<file path="src/rtl/sm_node_encoder.sv">
`default_nettype none
// ============================================================================
// Module   : sm_node_encoder
// Brief    : Debounced, minimum-width node level built from three line-sensor
//            ADC samples, with a rise pulse, black/white mask and node tally.
// Option   : define NODE_HYST_EN to release against TH_WHITE in ON/DRAIN.
// Revision : 1.0 - initial release
// ============================================================================
module sm_node_encoder #(
  parameter int unsigned ADC_W    = 12,
  parameter int unsigned TH_BLACK = 2000,
  parameter int unsigned TH_WHITE = 1800,
  parameter int unsigned ON_CNT   = 4,
  parameter int unsigned OFF_CNT  = 4,
  parameter int unsigned MIN_HOLD = 200002
) (
  input  logic             clk_50,
  input  logic             reset,
  input  logic             sample_valid,
  input  logic [ADC_W-1:0] adc_l,
  input  logic [ADC_W-1:0] adc_c,
  input  logic [ADC_W-1:0] adc_r,
  output logic             node_detected,
  output logic             node_rise,
  output logic [2:0]       black_mask,
  output logic [7:0]       node_total
);

  localparam int unsigned c_HOLD_W = $clog2(MIN_HOLD + 1);
  localparam int unsigned c_RUN_W  = $clog2(ON_CNT + 1);
  localparam int unsigned c_OFF_W  = $clog2(OFF_CNT + 1);

  localparam logic [ADC_W-1:0]    c_TH_BLACK  = ADC_W'(TH_BLACK);
  localparam logic [c_RUN_W-1:0]  c_ON_LAST   = c_RUN_W'(ON_CNT);
  localparam logic [c_OFF_W-1:0]  c_OFF_LAST  = c_OFF_W'(OFF_CNT);
  localparam logic [c_HOLD_W-1:0] c_HOLD_LAST = c_HOLD_W'(MIN_HOLD - 1);

  localparam logic [1:0] c_ST_OFF   = 2'd0;
  localparam logic [1:0] c_ST_ARM   = 2'd1;
  localparam logic [1:0] c_ST_ON    = 2'd2;
  localparam logic [1:0] c_ST_DRAIN = 2'd3;

  // Elaboration-time sanity checks on the configuration.
  if (TH_WHITE > TH_BLACK) begin : g_chk_th
    $error("sm_node_encoder: TH_WHITE must not exceed TH_BLACK");
  end
  if (ON_CNT < 1 || OFF_CNT < 1 || MIN_HOLD < 1) begin : g_chk_cnt
    $error("sm_node_encoder: ON_CNT, OFF_CNT and MIN_HOLD must be at least 1");
  end

  logic [1:0]          r_state;
  logic [c_RUN_W-1:0]  r_run_cnt;
  logic [c_OFF_W-1:0]  r_off_cnt;
  logic [c_HOLD_W-1:0] r_hold_cnt;
  logic                r_node_detected;
  logic                r_node_rise;
  logic [2:0]          r_black_mask;
  logic [7:0]          r_node_total;

  logic [1:0]          w_state_nxt;
  logic [c_RUN_W-1:0]  w_run_nxt;
  logic [c_OFF_W-1:0]  w_off_nxt;
  logic [c_HOLD_W-1:0] w_hold_nxt;
  logic [c_RUN_W-1:0]  w_run_inc;
  logic [c_OFF_W-1:0]  w_off_inc;
  logic [ADC_W-1:0]    w_th;
  logic [2:0]          w_black;
  logic                w_all_black;
  logic                w_enter_on;
  logic                w_det_nxt;
  logic [2:0]          w_mask_nxt;
  logic [7:0]          w_total_nxt;

`ifdef NODE_HYST_EN
  localparam logic [ADC_W-1:0] c_TH_WHITE = ADC_W'(TH_WHITE);
  // Once a node is up, a lower threshold holds it against marginal samples.
  assign w_th = (r_state == c_ST_ON || r_state == c_ST_DRAIN) ? c_TH_WHITE : c_TH_BLACK;
`else
  assign w_th = c_TH_BLACK;
`endif

  assign w_black     = {adc_l > w_th, adc_c > w_th, adc_r > w_th};
  assign w_all_black = &w_black;
  assign w_run_inc   = r_run_cnt + c_RUN_W'(1);
  assign w_off_inc   = r_off_cnt + c_OFF_W'(1);

  // State register
  always_ff @(posedge clk_50) begin
    if (reset) begin
      r_state         <= c_ST_OFF;
      r_run_cnt       <= '0;
      r_off_cnt       <= '0;
      r_hold_cnt      <= '0;
      r_node_detected <= 1'b0;
      r_node_rise     <= 1'b0;
      r_black_mask    <= 3'b000;
      r_node_total    <= 8'd0;
    end else begin
      r_state         <= w_state_nxt;
      r_run_cnt       <= w_run_nxt;
      r_off_cnt       <= w_off_nxt;
      r_hold_cnt      <= w_hold_nxt;
      r_node_detected <= w_det_nxt;
      r_node_rise     <= w_enter_on;
      r_black_mask    <= w_mask_nxt;
      r_node_total    <= w_total_nxt;
    end
  end

  // Next-state logic
  always_comb begin
    w_state_nxt = r_state;
    w_run_nxt   = r_run_cnt;
    w_off_nxt   = r_off_cnt;
    w_hold_nxt  = r_hold_cnt;
    case (r_state)
      // OFF and ARM share the qualifying path: run_cnt is 0 in OFF.
      c_ST_OFF, c_ST_ARM: begin
        if (sample_valid) begin
          if (w_all_black) begin
            if (w_run_inc == c_ON_LAST) begin
              w_state_nxt = c_ST_ON;
              w_run_nxt   = '0;
              w_hold_nxt  = '0;
            end else begin
              w_state_nxt = c_ST_ARM;
              w_run_nxt   = w_run_inc;
            end
          end else begin
            w_state_nxt = c_ST_OFF;
            w_run_nxt   = '0;
          end
        end
      end
      c_ST_ON: begin
        if (r_hold_cnt == c_HOLD_LAST) begin
          w_state_nxt = c_ST_DRAIN;
          w_off_nxt   = '0;
        end else begin
          w_hold_nxt  = r_hold_cnt + c_HOLD_W'(1);
        end
      end
      c_ST_DRAIN: begin
        if (sample_valid) begin
          if (w_all_black) begin
            w_off_nxt = '0;
          end else if (w_off_inc == c_OFF_LAST) begin
            w_state_nxt = c_ST_OFF;
            w_off_nxt   = '0;
            w_run_nxt   = '0;
          end else begin
            w_off_nxt = w_off_inc;
          end
        end
      end
      default: begin
        w_state_nxt = c_ST_OFF;
        w_run_nxt   = '0;
        w_off_nxt   = '0;
        w_hold_nxt  = '0;
      end
    endcase
  end

  // Output logic, registered in the state register process
  always_comb begin
    w_enter_on  = (w_state_nxt == c_ST_ON) && (r_state != c_ST_ON);
    w_det_nxt   = (w_state_nxt == c_ST_ON) || (w_state_nxt == c_ST_DRAIN);
    w_mask_nxt  = sample_valid ? w_black : r_black_mask;
    w_total_nxt = r_node_total;
    if (w_enter_on && (r_node_total != 8'hFF)) begin
      w_total_nxt = r_node_total + 8'd1;
    end
  end

  assign node_detected = r_node_detected;
  assign node_rise     = r_node_rise;
  assign black_mask    = r_black_mask;
  assign node_total    = r_node_total;

endmodule
`default_nettype wire

</file>
<file path="config.mk">
export PLATFORM = sky130hd
export DESIGN_NAME = sm_node_encoder
export DESIGN_NICKNAME = d
export VERILOG_FILES = /design/src/rtl/sm_node_encoder.sv
export SDC_FILE = /design/constraint.sdc
export NUM_CORES = 1
export LEC_CHECK = 0
export ABC_AREA = 1
export CAP_MARGIN = 30
export CORE_ASPECT_RATIO = 1.75
export CORE_MARGIN = 3
export CORE_UTILIZATION = 55
export DETAILED_ROUTE_END_ITERATION = 7
export PLACE_DENSITY = 0.85
export SLEW_MARGIN = 20
export SYNTH_ARGS = -nofsm -noshare
export SYNTH_HDL_FRONTEND = slang
export SYNTH_SLANG_ARGS = --single-unit
</file>
<file path="constraint.sdc">
create_clock -name clk_50 -period 3.25 [get_ports clk_50]
set_input_delay 0.65 -clock clk_50 [delete_from_list [all_inputs] [get_ports clk_50]]
set_output_delay 0.65 -clock clk_50 [all_outputs]
set_load 0.1 [all_outputs]
</file>
After elaboration in Yosys (flattened, before gate mapping)

Cells that the tools add are included.

Equality and inequality tests: 18
Multiplexer cells: 25
$lt $le $gt $ge: 3
Reductions and logical operators: 12
$add $sub $neg: 4

Operator list:

| kind                                                  | count |
|---|---|
| two-way mux 18 bit                                    | 4 |
| > comparator 12 x 11 -> 1 bit (second input constant) | 3 |
| one-hot mux 18 bit (2 select lines)                   | 1 |
| two-way mux 3 bit                                     | 10 |
| adder 18 x 1 -> 18 bit (second input constant)        | 1 |
| equality test 18 bit (second input constant)          | 1 |
| inequality test 2 bit (second input constant)         | 9 |
| two-way mux 2 bit                                     | 7 |
| one-hot mux 3 bit (2 select lines)                    | 2 |
| AND reduction 5 bit                                   | 2 |
| adder 8 x 1 -> 8 bit (second input constant)          | 1 |
| equality test 2 bit (second input constant)           | 4 |
| inequality test 8 bit (second input constant)         | 1 |
| adder 3 x 1 -> 3 bit (second input constant)          | 2 |
| equality test 3 bit (second input constant)           | 2 |
| one-hot mux 2 bit (3 select lines)                    | 1 |
| AND reduction 3 bit                                   | 2 |
| nonzero test 2 bit                                    | 3 |
| equality test 2 x 1 -> 1 bit (second input constant)  | 1 |
| logical AND 1 bit                                     | 2 |
| logical NOT 2 bit                                     | 1 |
| OR reduction 2 bit                                    | 1 |
| logical OR 1 bit                                      | 1 |

Bits of input ports: 39
Output and inout bits: 13
Logic and storage cells: 70
Register bits after elaboration: 39

Longest topological paths before layout

Word-level depth: 9
Depth in mapped cells: 13
Gate-level depth less buffers: 13

Worst setup path before layout

No wires, ideal clock.

Path kind: reg2reg
Start: register r_node_total[0], in the netlist node_total[0]
End: register r_node_total[0], in the netlist node_total[0]
Stages on the path, launching flop included: 10
Arrival: 2,208 ps
Clock period less this slack: 2,325 ps
Path slack: 925 ps
Setup time: 117 ps
Required time: 3,133 ps
Path buffers: 0
Cell sequence: dfxtp_1 > ha_1 > nand3_1 > nor2_1 > and2_1 > nand2_1 > inv_1 > nor2_2 > nor2_1 > nor2_1

Cells in the longest elaborated chain, start to end: 2
Elaborated cells on any way between the ends: 3
Those cells by class: add/sub: 1; eq/ne: 1; reduce/logical: 1

Ends and longest elaborated chain:

| item                                                         | line | RTL |
|---|---|---|
| from (decl)                                                  | 58   | `logic [7:0] r_node_total;` |
| from (signal assigned)                                       | 106  | `r_node_total <= w_total_nxt;` |
| branches (longest 2 deep; another with adder 8 x 1 -> 8 bit) | -    |  |

Parallel ways; which one is timed is not known.
A chain may end at the register's enable or synchronous reset.

Worst setup path in the final report

Start: input sample_valid
End: register r_node_total[0], in the netlist node_total[0]

Cells in the longest elaborated chain, start to end: 5
Elaborated cells on any way between the ends: 6
Those cells by class: eq/ne: 1; mux: 3; reduce/logical: 2

Ends and longest elaborated chain:

| item                                   | line     | RTL |
|---|---|---|
| from (decl)                            | 19       | `input logic sample_valid,` |
| two-way mux 2 bit (on tied branches)   | 144, 119 |  |
| one-hot mux 2 bit (3 select lines) (*) | 116      | `case (r_state)` |
| equality test 2 bit (*)                | 167      | `w_enter_on = (w_state_nxt == c_ST_ON) && (r_state != c_ST_ON);` |
| logical AND 1 bit (*)                  | 167      |  |
| logical AND 1 bit (*)                  | 171      | `if (w_enter_on && (r_node_total != 8'hFF)) begin` |

Every way passes the cells marked *; elsewhere a longest branch is shown, timed or not.

==> metrics.txt <==
Crit path max-delay family=simple AND/OR/NAND/NOR gates; most common cell after layout, fill and taps aside=nand2_1; layer with the highest usage=met2; Sequential Power Share=43.9%; CP Launch Point=sample_valid; Pint=833 uW; GR Util met1=23.7%; FF+latch count, synth=38; leakage=0.00122 uW; pre-CTS setup slack=0.604 ns; Die Wd=57.1 um; DRT iter0 DRCs=116; run status=finished, final reports clean; Die Y=95.4 um; cell count after placement=479; worst path cell trace=clkdlybuf4s50_1 > inv_1 > nor2_1 > nand4_1 > nor2_2 > nand2_1 > nand2_1 > nor2_1; clock skew=0.00865 ns; worst min path class=flop to flop; Yosys warnings=0; Synth cell types=32; crit-path max FO=12; overflow left after global routing=0; initial core utilization=58.9%; GRT Resource Usage Total=26.9%; GR Util met3=3.93%; Mapped Nets=430; WS Path Type=primary input to flop; power per standard cell area=341 nW/um^2; Hold Buf Count CTS=0; Worst VDD drop=0.000314 V; Tmin final=2.37 ns; Mapped Area=2510 um^2; initial antenna violation count=0; Syn Area/Cell=6.54 um^2; clock sinks=38; most frequent cells in the layout=nand2_1 (91), nor2_1 (57), inv_1 (39), nand3_1 (39); final hold vios=0; pin count of the biggest net entering global routing=29; fin crit share=72.9%; Max Buffers Root-to-Sink=2; setup TNS=0 ns; Final Non-Filler Cells=487; sequential fraction of the synthesis area=30.3%; Via density=5.48; Port Buf Inserts=51; layout overhead on the synthesized area=25.7%; Crit path depth=8; TritonCTS clock tree=done; Clk pwr share=45.3%; drt drc=0; crit path DAT=2.57 ns; Net Sw Frac=22.6%; CP endpoint kind=flop; Synth Instances=384; Core ar.=4270 um^2; Critical path destination=node_total[0]; CP Launch Type=primary input; Worst-path clk slew=0.09 ns; first-pass GRT wire length=11500 um; CTS root buf=clkbuf_8; ANT cells=0; Hold Slack=0.490 ns; row count=31; met2 usage=55.8%; Max-cap violations=0; antenna-violating nets left=0; Max Slew Vio Count=0; Inserted Clock Buffers=5; RSZ-0062 raised after global routing=false; end of the worst register-to-register path=r_hold_cnt[14]; routability congestion estimate=0.976; share of cells above drive strength 1=13.2%; NetSw=243 uW; WP data required=3.45 ns; WP buf/inv=2; number of setup buffers added after CTS=0; vias in the first global route=2704; Final #Nets=483; drt wl/cell=13.8 um; f_max=422 MHz; CTS resizes=0; Vias=2670; combinational power share=10.8%; H-Tree Depth=2; worst skew pair latency=0.29 ns; DRT Pass-1 Iters=4; Register-to-Register Path Depth=9; Fill cells=391; Slew headroom=72.5%; worst reg2reg startpoint=r_hold_cnt[0]; Detailed Route WL=6740 um; Final Util=74.0%; Slowest-stage cell, CP=clkdlybuf4s50_1; DPL Wire Length=5320 um; final setup vio count=0; final worst-path setup slack=0.881 ns; IO Pins=52; register-to-register path setup slack=1.20 ns; die area=5440 um^2; max incr delay on CP=0.71 ns; Least-Margin Pin Slew=0.412 ns
-- cell usage after synthesis --
library cell	number	area [um^2]
a21oi_1	23	115
a21oi_2	10	87.6
a21oi_4	1	16.3
a22oi_1	1	7.51
a31oi_1	1	6.26
and2_1	1	6.26
buf_12	1	20.0
clkbuf_1	5	18.8
clkinv_1	1	3.75
dfxtp_1	38	761
ha_1	7	87.6
inv_1	39	146
inv_2	1	3.75
inv_4	1	6.26
nand2_1	91	342
nand2_2	11	68.8
nand2_8	1	20.0
nand3_1	39	195
nand4_1	7	43.8
nor2_1	57	214
nor2_2	4	25.0
nor2_8	1	20.0
nor3_1	8	40.0
nor3_2	1	10.0
nor3_4	1	16.3
nor3b_1	1	7.51
o21ai_0	13	65.1
o21ai_2	1	8.76
o21bai_1	1	7.51
or2_2	3	18.8
xnor2_1	3	26.3
xor2_1	11	96.3
-- state kept, by name (all words and copies together) (netlist names) --
| signal | count |
|---|---|
| node_rise | 1 |
| r_state | 2 |
| black_mask | 3 |
| r_run_cnt | 3 |
| r_hold_cnt | 18 |
| node_total | 8 |
| r_off_cnt | 3 |
-- worst min-delay path by stage --
stage,from,to,depth (start not counted)
finish,r_off_cnt[2],r_off_cnt[2],2
CTS,r_off_cnt[2],r_off_cnt[2],2
global route,r_off_cnt[1],r_off_cnt[1],2
global placement,r_off_cnt[2],r_off_cnt[2],2
detailed placement,r_off_cnt[2],r_off_cnt[2],2
floorplan,r_off_cnt[2],r_off_cnt[2],2
-- per-layer routing --
| layer | wire (um) | vias to the layer above |
|---|---|---|
| li1 | - | 1345 |
| met1 | 2220 | 1224 |
| met2 | 3980 | 80 |
| met3 | 303 | 21 |
| met4 | 236 | 0 |
| met5 | 0 | - |
-- cells by family after synthesis --
group                    synth area share [%]
adder cells (fa/ha/maj)                  3.49
AND/OR/NAND/NOR                          40.9
XOR/XNOR                                 4.88
flip-flops                               30.3
AO/OA/AOI/OAI                            12.5
buffers and inverters                    7.92
-- area by class of cell --
| class | instances | area (um^2) | share of cell area [%] |
|---|---|---|---|
| Inverter | 42 | 160 | 5.07 |
| Multi-Input combinational cell | 298 | 1550 | 49.1 |
| Sequential cell | 38 | 761 | 24.1 |
| Tap cell | 49 | 61.3 | 1.94 |
| Clock inverter | 3 | 68.8 | 2.18 |
| Timing Repair Buffer | 52 | 485 | 15.4 |
| Clock buffer | 5 | 68.8 | 2.18 |
-- worst register-to-register path, delay by kind of cell (launching register included) --
kind | cells | cell delay, ns
AOI/OAI and AO/OA | 1 | 0.12
xor gates and xnor gates | 1 | 0.17
adders and majority gates | 1 | 0.27
buffers and inverters | 1 | 0.13
DFF | 1 | 0.44
and+or+nand+nor | 5 | 0.85
-- stage by stage --
stage               area (um^2)  power [uW]
global route               3160        1120
CTS                        3160        1090
floorplan                  2510         541
global placement           3020         598
detailed placement         3020         601
finish                     3160        1080
-- power groups by stage --
stage	Combinational (uW)	Sequential, uW	Clock [uW]
2_1_floorplan	38.8	502	0
3_3_place_gp	115	484	0
3_5_place_dp	117	484	0
4_1_cts	117	473	497
5_1_grt	128	473	515
6_report	117	473	487
(Power assumes the default switching activity.)
